`src/rtl/debug_display_ctrl_if.sv`:
```
// debug_display_ctrl_if: front-panel bus between the debug display controller and the board.
// btn_next   - raw push-button, high = pressed
// show_value - word returned by the debug view mux for view_sel
// view_sel   - debug-view select (1..6)
// an, seg, dp - active-low digit enables, segments {g..a} and decimal point
// frame_tick - one-cycle pulse when a new snapshot is captured
interface debug_display_ctrl_if;
    logic        btn_next;
    logic [31:0] show_value;
    logic [2:0]  view_sel;
    logic [7:0]  an;
    logic [6:0]  seg;
    logic        dp;
    logic        frame_tick;
    modport master (output btn_next, show_value, input view_sel, an, seg, dp, frame_tick);
    modport slave  (input btn_next, show_value, output view_sel, an, seg, dp, frame_tick);
endinterface

```
`src/rtl/debug_display_ctrl.sv`:
```
// debug_display_ctrl: debounced view stepping plus 8-digit multiplexed hex display of the selected word.
// clk   - system clock, rising edge
// rst_n - asynchronous active-low reset
// bus   - debug_display_ctrl_if slave: button in, show_value in, view_sel/an/seg/dp/frame_tick out
module debug_display_ctrl #(
    parameter int SCAN_DIV     = 50000,
    parameter int DEBOUNCE_CYC = 500000,
    parameter bit LZ_BLANK     = 1'b0
) (
    input logic                 clk,
    input logic                 rst_n,
    debug_display_ctrl_if.slave bus
);
    localparam int DW = $clog2(DEBOUNCE_CYC);
    localparam int SW = $clog2(SCAN_DIV);
    localparam logic [6:0] HEX [16] = '{7'h40, 7'h79, 7'h24, 7'h30, 7'h19, 7'h12, 7'h02, 7'h78,
                                        7'h00, 7'h10, 7'h08, 7'h03, 7'h46, 7'h21, 7'h06, 7'h0E};
    logic [2:0]    sync;
    logic          btn_s;
    logic          btn_stable;
    logic [DW-1:0] db_cnt;
    logic [SW-1:0] presc;
    logic [2:0]    digit;
    logic [31:0]   snap;
    logic          db_done;
    logic          wrap;
    logic          frame_end;
    logic [31:0]   hi;
    logic          blank;
    // Two metastability flops plus one aligning stage: a held press is accepted
    // DEBOUNCE_CYC+2 edges after the edge that first samples it.
    assign btn_s = sync[2];
    always_comb begin
        db_done   = (btn_s != btn_stable) && (db_cnt == DW'(DEBOUNCE_CYC - 1));
        wrap      = presc == SW'(SCAN_DIV - 1);
        frame_end = wrap && (digit == 3'd7);
        hi        = snap >> {digit, 2'b00};
        // Blank a digit when it and every higher nibble are zero; digit 0 always shows.
        blank     = LZ_BLANK && (digit != 3'd0) && (hi == 32'd0);
    end
    always_ff @(posedge clk or negedge rst_n) begin
        if (!rst_n) begin
            sync           <= '0;
            btn_stable     <= 1'b0;
            db_cnt         <= '0;
            bus.view_sel   <= 3'd1;
            presc          <= '0;
            digit          <= 3'd0;
            snap           <= 32'd0;
            bus.frame_tick <= 1'b0;
            bus.an         <= 8'hFF;
            bus.seg        <= 7'h7F;
            bus.dp         <= 1'b1;
        end else begin
            sync           <= {sync[1:0], bus.btn_next};
            db_cnt         <= (btn_s == btn_stable || db_done) ? '0 : db_cnt + 1'b1;
            if (db_done) btn_stable <= btn_s;
            if (db_done && btn_s) bus.view_sel <= (bus.view_sel == 3'd6) ? 3'd1 : bus.view_sel + 3'd1;
            presc          <= wrap ? '0 : presc + 1'b1;
            if (wrap) digit <= digit + 3'd1;
            // Snapshot only at the frame boundary so a frame never mixes two words.
            if (frame_end) snap <= bus.show_value;
            bus.frame_tick <= frame_end;
            bus.an         <= blank ? 8'hFF : ~(8'h01 << digit);
            bus.seg        <= HEX[hi[3:0]];
            bus.dp         <= digit != bus.view_sel;
        end
    end
endmodule
```
`src/flat_wrapper.sv`:
```
// flat-port wrapper written by rule: the top's interface ports become plain ports
module debug_display_ctrl_flat 
#(
    parameter int SCAN_DIV     = 50000,
    parameter int DEBOUNCE_CYC = 500000,
    parameter bit LZ_BLANK     = 1'b0
)
  (clk, rst_n, bus_btn_next, bus_show_value, bus_view_sel, bus_an, bus_seg, bus_dp, bus_frame_tick);
  debug_display_ctrl_if bus_i ();
  input logic clk;
  input logic rst_n;
  input wire logic [$bits(bus_i.btn_next)-1:0] bus_btn_next;
  input wire logic [$bits(bus_i.show_value)-1:0] bus_show_value;
  output wire logic [$bits(bus_i.view_sel)-1:0] bus_view_sel;
  output wire logic [$bits(bus_i.an)-1:0] bus_an;
  output wire logic [$bits(bus_i.seg)-1:0] bus_seg;
  output wire logic [$bits(bus_i.dp)-1:0] bus_dp;
  output wire logic [$bits(bus_i.frame_tick)-1:0] bus_frame_tick;
  assign bus_i.btn_next = bus_btn_next;
  assign bus_i.show_value = bus_show_value;
  assign bus_view_sel = bus_i.view_sel;
  assign bus_an = bus_i.an;
  assign bus_seg = bus_i.seg;
  assign bus_dp = bus_i.dp;
  assign bus_frame_tick = bus_i.frame_tick;
  debug_display_ctrl #(.SCAN_DIV(SCAN_DIV), .DEBOUNCE_CYC(DEBOUNCE_CYC), .LZ_BLANK(LZ_BLANK)) u_core (.clk(clk), .rst_n(rst_n), .bus(bus_i));
endmodule
```
`config.mk`:
```
export PLATFORM = sky130hd
export DESIGN_NAME = debug_display_ctrl_flat
export DESIGN_NICKNAME = d
export VERILOG_FILES = /design/src/rtl/debug_display_ctrl_if.sv /design/src/rtl/debug_display_ctrl.sv /design/src/flat_wrapper.sv
export SDC_FILE = /design/constraint.sdc
export NUM_CORES = 1
export LEC_CHECK = 0
export ABC_AREA = 1
export ABC_CLOCK_PERIOD_IN_PS = 3550
export CAP_MARGIN = 0
export CELL_PAD_IN_SITES_DETAIL_PLACEMENT = 1
export CELL_PAD_IN_SITES_GLOBAL_PLACEMENT = 1
export CORE_ASPECT_RATIO = 0.5
export CORE_MARGIN = 2
export CORE_UTILIZATION = 35
export DETAILED_ROUTE_END_ITERATION = 16
export DONT_BUFFER_PORTS = 1
export GPL_TIMING_DRIVEN = 0
export MAX_ROUTING_LAYER = met4
export PLACE_DENSITY_LB_ADDON = 0.1
export SLEW_MARGIN = 5
export SYNTH_ARGS = -nofsm -noshare
export SYNTH_HDL_FRONTEND = slang
export SYNTH_SLANG_ARGS = --single-unit
```
`constraint.sdc`:
```
create_clock -name clk -period 3.55 [get_ports clk]
set_input_delay 0.355 -clock clk [delete_from_list [all_inputs] [get_ports clk]]
set_output_delay 0.355 -clock clk [all_outputs]
set_load 0.01 [all_outputs]
```
==> results.py, run 1 <==
metrics = {
    "setup_path": {
        "arrival_ns": 2.42,
        "critical_path.max_fanout": 11,
        "rr_startpoint": "u_core.digit[0]",
        "crit_type": "flip-flop to flip-flop",
        "rr_worst_depth": 13,
        "r2r-end": "u_core.bus.seg[3]",
        "required_ns": 3.82,
        "rrSetupSlack_ns": 1.40,
        "cp-start-kind": "flip-flop",
        "cp-end-kind": "flip-flop",
    },
    "place": {
        "port_buffers": 0,
        "preCtsSetupSlack_ns": 1.384,
        "place_congestion": 0.8298,
        "dp_hpwl_mm": 8.384,
        "placed_cell_area_mm2": 0.004945,
    },
    "floorplan": {
        "dieArea_mm2": 0.01452,
        "die_w_um": 168.4,
        "initial_core_util": 0.3663,
        "core_area_mm2": 0.01292,
        "io-pin-count": 55,
        "num_rows": 29,
        "die_h_um": 86.22,
    },
    "timing": {
        "rsz0062_at_grt": "false",
        "layout_setup_ws_ns": 1.400,
        "slew_violations": 0,
        "min_period_over_period": 0.6056,
        "final.min_clock_period_ns": 2.150,
        "setup_tns_ns": 0,
        "slew_headroom": 0.6585,
        "clock-skew-final_ns": 0.01206,
        "worst_pin_slew_ns": 0.5122,
        "setup_viol": 0,
        "finalHoldViolCount": 0,
        "fmax_ghz": 0.4651,
    },
    "routing": {
        "wl_per_cell_um": 14.48,
        "firstDrtPassIters": 4,
        "drt-initial-drc-count": 138,
        "ant_nets": 0,
        "post-route-drc-count": 0,
        "num_vias": 3736,
        "vias_per_cell": 4.717,
        "routed_wl_mm": 11.47,
    },
    "power": {
        "p_switching_mw": 0.4381,
        "pwr-share-seq": 0.517,
        "powerDensity_mw_per_mm2": 395.4,
        "power_leakage_nw": 2.685,
        "comb_power_share": 0.018,
        "peakVddDrop_mv": 0.2008,
        "switching_share": 0.2100,
        "p_clk_frac": 0.465,
        "intPower_mw": 1.648,
    },
    "synth": {
        "synth_cell_types": 30,
        "syn_area_mm2": 0.004732,
        "synthCells": 604,
        "synth_area_leaders": "dfrtp_1 41%, nand2_1 18%, dfstp_2 9.4%",
        "netlist.area_leader.share": 0.4072,
        "yosysTopAreaCell": "dfrtp_1",
        "synth_warnings": 0,
        "ys_ff_latch": 94,
        "syn-num-nets": 652,
        "syn_avg_cell_area_um2": 7.834,
        "seq_area_frac_synth": 0.5016,
    },
    "run_status": {
        "status": "finished clean",
    },
    "cts": {
        "insertion_delay_ns": 0.34,
        "post_cts_buffers": 0,
        "cts.repair.resized": 0,
        "clkTransAtPathRegs_ns": 0.06,
        "numCtsBuffers": 9,
        "cts_tree": "yes",
        "clock-sinks": 94,
        "clk_path_buf_depth": 2,
        "htreeDepth": 3,
        "cts-root-buf": "clkbuf_16",
    },
    "grt": {
        "grt_max_degree": 95,
        "gr-usage-all-layers": 0.1783,
        "grt_first_pass_wirelength_mm": 19.90,
        "overflow": 0,
        "grt_pass1_vias": 4029,
        "antenna_found_initial": 0,
    },
    "finish": {
        "final_cell_mix": "229 x nand2_1, 77 x dfrtp_1, 67 x inv_1",
        "fin_nets": 665,
        "n_antenna_cell": 0,
        "final_common_cell": "nand2_1",
        "design_area_mm2": 0.005276,
        "synthToLayoutAreaGrowth_pct": 11.50,
        "drive_gt1_frac": 0.09807,
    },
    "worst_hold_path": {
        "min_from": "bus_btn_next",
        "hold_depth": 0,
        "hp-class": "input pin to flip-flop",
        "hold_end": "u_core.sync[0]",
    },
    "flow_run": {
        "cap_violations": 0,
    },
}
==> power by group through the flow <==
stage               registers [mW]  logic (mW)  clock network [mW]
finish                        1.08      0.0375               0.970
CTS                           1.08      0.0403                1.01
floorplan                     1.10     0.00938                   0
detailed placement            1.10      0.0128                   0
global route                  1.08      0.0451                1.05
global placement              1.10      0.0127                   0
==> repair_timing <==
item                                    in CTS  in global routing
endpoints found under the setup margin       0                  0
endpoints found under the hold margin       94                  0
hold buffers                                 2                  0
==> cell usage after synthesis, drive strengths merged <==
master / number
and2: 1
o21ai: 11
o211ai: 1
nor3: 15
ha: 13
a2bb2oi: 1
inv: 72
nand4: 7
o22ai: 1
xnor2: 5
buf: 13
nand2: 233
nor2: 66
a31oi: 1
clkinv: 2
dfstp: 17
dfrtp: 77
xor2: 13
nand3b: 3
a21oi: 3
nand3: 49
==> final cells by class <==
| class | instances | area (µm²) |
|---|---|---|
| tap | 170 | 212.7 |
| timing repair buffer | 2 | 37.54 |
| clock inverter | 4 | 47.55 |
| inverter | 74 | 287.8 |
| buffer | 13 | 95.09 |
| clock buffer | 12 | 246.5 |
| fill | 1600 | 7641 |
| sequential | 94 | 2374 |
| multi-input combinational | 423 | 1976 |
==> worst max path at each step <==
stage	from	endpoint	slack [ns]	cells after the start
after floorplan	u_core.digit[0]	u_core.bus.seg[5]	1.81	13
after global placement	u_core.digit[0]	u_core.bus.seg[3]	1.40	13
after detailed placement	u_core.digit[0]	u_core.bus.seg[3]	1.38	13
after CTS	u_core.digit[0]	u_core.bus.seg[3]	1.37	13
after global routing	u_core.digit[0]	u_core.bus.seg[3]	1.17	13
final	u_core.digit[0]	u_core.bus.seg[3]	1.40	13
==> critical path: stages, from the launching register on <==
cell,delay [ns]
dfrtp_1,0.40
buf_4,0.19
inv_2,0.15
buf_4,0.23
nand2_1,0.07
nand3_1,0.07
nand3_1,0.09
nand2_1,0.23
inv_1,0.10
ha_1,0.23
nand3_1,0.15
nand2_1,0.07
nand2_1,0.06
nand2_1,0.05
==> cells by family (layout without fill, tap and decap cells) <==
logic type / after synthesis / after routing / synth area share
AND/OR/NAND/NOR: 374 / 374 / 0.3276
flip-flops: 94 / 94 / 0.5016
adder cells (fa/ha/maj): 13 / 13 / 0.03437
XOR/XNOR: 18 / 18 / 0.03332
buffers and inverters: 87 / 105 / 0.08091
AO/OA/AOI/OAI: 18 / 18 / 0.02221
==> state kept, by name (all words and copies together) (netlist names) <==
name and cells:
u_core.snap 32, u_core.bus.frame_tick 1, u_core.sync 3, u_core.btn_stable 1, u_core.bus.view_sel 3, u_core.bus.seg 7, u_core.bus.an 8, u_core.presc 16
u_core.db_cnt 19, u_core.bus.dp 1, u_core.digit 3
==> layer usage <==
metal	part of all wire	global-route usage	wire, µm	vias to the layer above
met1	0.50	0.2284	5693	1807
li1	-	-	-	1876
met4	0.0071	0.03683	81	0
met2	0.47	0.2955	5358	43
met3	0.029	0.03881	335	10
met5	0	-	0	-
==> stage by stage <==
stage / hold WS (ns) / std cells / power [mW] / utilization
after floorplan: 0.05941 / 604 / 1.107 / -
after detailed placement: 0.06417 / 774 / 1.111 / 0.3828
after global routing: 0.02687 / 792 / 2.176 / 0.4085
final: 0.04505 / 792 / 2.086 / 0.4085
after CTS: 0.03091 / 792 / 2.126 / 0.4085
after global placement: 0.06336 / 774 / 1.111 / 0.3828
Note: power is estimated with default switching activity, not from simulation.
==> run 2, diff against run 1 <==
--- a/config.mk
+++ b/config.mk
@@ -5,8 +5,8 @@
 export SDC_FILE = /design/constraint.sdc
 export NUM_CORES = 1
 export LEC_CHECK = 0
-export ABC_AREA = 1
-export ABC_CLOCK_PERIOD_IN_PS = 3550
+export ABC_AREA = 0
+export ABC_CLOCK_PERIOD_IN_PS = 2200
 export CAP_MARGIN = 0
 export CELL_PAD_IN_SITES_DETAIL_PLACEMENT = 1
 export CELL_PAD_IN_SITES_GLOBAL_PLACEMENT = 1
==> constraint.sdc (replaced) <==
create_clock -name clk -period 2.2 [get_ports clk]
set_input_delay 0.22 -clock clk [delete_from_list [all_inputs] [get_ports clk]]
set_output_delay 0.22 -clock clk [all_outputs]
set_load 0.01 [all_outputs]
==> results.py, run 2 <==
metrics = {
    "run_status": {
        "status": "complete, but fails checks",
        "violations": "hold timing",
    },
    "synth": {
        "synth_warnings": 0,
        "syn-num-nets": 398,
        "yosys.cell_count.top_type": "dfrtp_1",
        "syn_avg_cell_area_um2": 12.85,
        "netlist.area_leader.share": 0.4285,
        "yosysTopAreaCell": "dfrtp_1",
        "synth_async_sr_flop_share": 1.000,
        "synth_commonest_cells": "77 x dfrtp_1, 30 x mux2_4, 25 x nor2_1",
        "seq_area_frac_synth": 0.5278,
        "syn_area_mm2": 0.004497,
        "synth_cell_types": 48,
        "ys_ff_latch": 94,
        "synth-edff-count": 0,
        "synthCells": 350,
        "yosys_most_used_dff": "dfrtp_1",
        "synth_area_leaders": "dfrtp_1 43%, mux2_4 10%, dfstp_2 9.9%",
    },
    "timing": {
        "finalHoldViolCount": 94,
        "final.min_clock_period_ns": 2.144,
        "setup_tns_ns": 0,
        "min_period_over_period": 0.9745,
        "fmax_ghz": 0.4664,
        "setup_viol": 0,
        "worst_pin_slew_ns": 0.4863,
        "clock-skew-final_ns": 0.008147,
        "fin_hold_ws_ns": -0.4192,
        "slew_violations": 0,
        "slew_headroom": 0.6694,
    },
    "setup_path": {
        "rr_worst_depth": 5,
        "crit_type": "flip-flop to flip-flop",
        "arrival_ns": 2.36,
        "critical_path.max_fanout": 10,
        "cp-start-kind": "flip-flop",
        "r2r-end": "u_core.snap[14]",
        "rrSetupSlack_ns": 0.06,
        "rr_startpoint": "u_core.presc[5]",
        "required_ns": 2.42,
        "cp-end-kind": "flip-flop",
    },
    "place": {
        "port_buffers": 0,
        "place_congestion": 0.7266,
        "dp_hpwl_mm": 6.816,
        "place_inst": 520,
    },
    "finish": {
        "final_common_cell": "dfrtp_1",
        "final_core_util": 0.4177,
        "fin_nets": 423,
        "final_cell_mix": "73 x dfrtp_1, 30 x mux2_4, 25 x nor2_1",
        "largest_reg_flops": 32,
        "n_antenna_cell": 0,
        "drive_gt1_frac": 0.3113,
        "final_cells": 549,
        "synthToLayoutAreaGrowth_pct": 16.94,
        "reg_top3": "u_core.snap (32), u_core.db_cnt (19), u_core.presc (16)",
        "top_register": "u_core.snap",
    },
    "routing": {
        "routed_wl_mm": 10.04,
        "num_vias": 2794,
        "vias_per_cell": 5.089,
        "ant_nets": 0,
        "firstDrtPassIters": 4,
        "drt-initial-drc-count": 95,
        "post-route-drc-count": 0,
        "wl_per_cell_um": 18.29,
    },
    "grt": {
        "grt_pass1_vias": 3078,
        "antenna_found_initial": 0,
        "grt_max_degree": 95,
        "gr-usage-all-layers": 0.1630,
        "grt_first_pass_wirelength_mm": 16.66,
        "overflow": 0,
    },
    "worst_hold_path": {
        "hp-class": "input pin to asynchronous set/reset pin",
    },
    "cts": {
        "clk_path_buf_depth": 2,
        "cts-root-buf": "clkbuf_16",
        "numCtsBuffers": 9,
        "cts_tree": "yes",
        "clock-sinks": 94,
        "clkTransAtPathRegs_ns": 0.07,
        "ctsHoldBuffers": 1,
        "insertion_delay_ns": 0.34,
        "htreeDepth": 3,
    },
    "flow_run": {
        "cap_violations": 0,
    },
    "power": {
        "powerDensity_mw_per_mm2": 692.3,
        "power_leakage_nw": 2.279,
        "peakVddDrop_mv": 0.2864,
    },
    "floorplan": {
        "die_h_um": 84.15,
        "dieArea_mm2": 0.01383,
        "core_area_mm2": 0.01259,
        "io-pin-count": 55,
        "die_w_um": 164.3,
        "num_rows": 29,
        "initial_core_util": 0.3571,
    },
}
run 2: cell types whose count changed after synthesis, moves of 7 or more:
cell,delta
xnor2_1,+10
nor2_1,-37
nand3_1,-34
inv_1,-55
nor3_1,-12
mux2_4,+30
mux2i_1,+8
mux4_2,+8
nand2_1,-209
and3_1,+7
run 2: timing repair:
action,in CTS,in global routing
pin swaps,1,3
gates resized for setup,15,13
endpoints found under the hold margin,95,94
cloned,0,1
setup endpoints to repair,49,49
setup buffers,6,7
run 2: critical path: stages, from the launching register on:
cell and delay [ns]:
dfrtp_1 0.42, or4b_1 0.58, nor4_4 0.34, nand2_2 0.16, buf_6 0.20, mux2_4 0.31
run 2: per-layer routing:
layer / vias to the layer above / share of wire / track usage
met5: - / 0 / -
met2: 28 / 0.50 / 0.2632
li1: 1297 / - / -
met4: 0 / 0.0078 / 0.04466
met1: 1461 / 0.46 / 0.2054
met3: 8 / 0.030 / 0.04002
run 2: where the power goes:
| part | switching [mW] | internal [mW] |
|---|---|---|
| logic | 0.0623 | 0.0873 |
| registers | 0.0330 | 1.79 |
| clock network | 0.648 | 1.02 |
run 2: kinds of logic (layout without fill, tap and decap cells):
group                      after synthesis  after routing  share of synthesized area
and+or+nand+nor                        108            108                     0.1336
DFF                                     94             94                     0.5278
muxes                                   54             54                     0.1792
xor gates and xnor gates                30             30                    0.05843
AOI/OAI and AO/OA                       28             28                    0.03923
buffers and inverters                   23             52                    0.02560
adders and majority gates               13             13                    0.03617
run 2: area by class of cell:
| class | instances | area (µm²) |
|---|---|---|
| plain buffers | 9 | 82.58 |
| clock buffers | 12 | 246.5 |
| clock inverters | 3 | 68.82 |
| fillers | 1302 | 7332 |
| inverters | 13 | 48.80 |
| multi-input cells | 233 | 2088 |
| flip-flops and latches | 94 | 2379 |
| well taps | 170 | 212.7 |
| repair buffers | 15 | 132.6 |
run 2: worst max path at each step:
stage / startpoint / endpoint / slack [ns] / depth (start not counted)
4_1_cts: u_core.digit[0] / u_core.bus.seg[4] / -0.005 / 7
2_1_floorplan: u_core.digit[0] / u_core.bus.seg[4] / -0.006 / 7
3_5_place_dp: u_core.digit[2] / u_core.bus.seg[4] / -0.74 / 7
5_1_grt: u_core.digit[0] / u_core.bus.seg[0] / -0.007 / 5
6_report: u_core.presc[5] / u_core.snap[14] / 0.06 / 5
3_3_place_gp: u_core.digit[2] / u_core.bus.seg[4] / -0.69 / 7
run 2: per-stage QoR:
stage	setup slack [ns]	instance area, µm²	total power [mW]
finish	0.05603	5259	3.641
global route	-0.006519	5259	3.807
CTS	-0.004600	5144	3.691
detailed placement	-0.7442	4717	1.981
global placement	-0.6906	4717	1.974
floorplan	-0.005851	4504	1.948
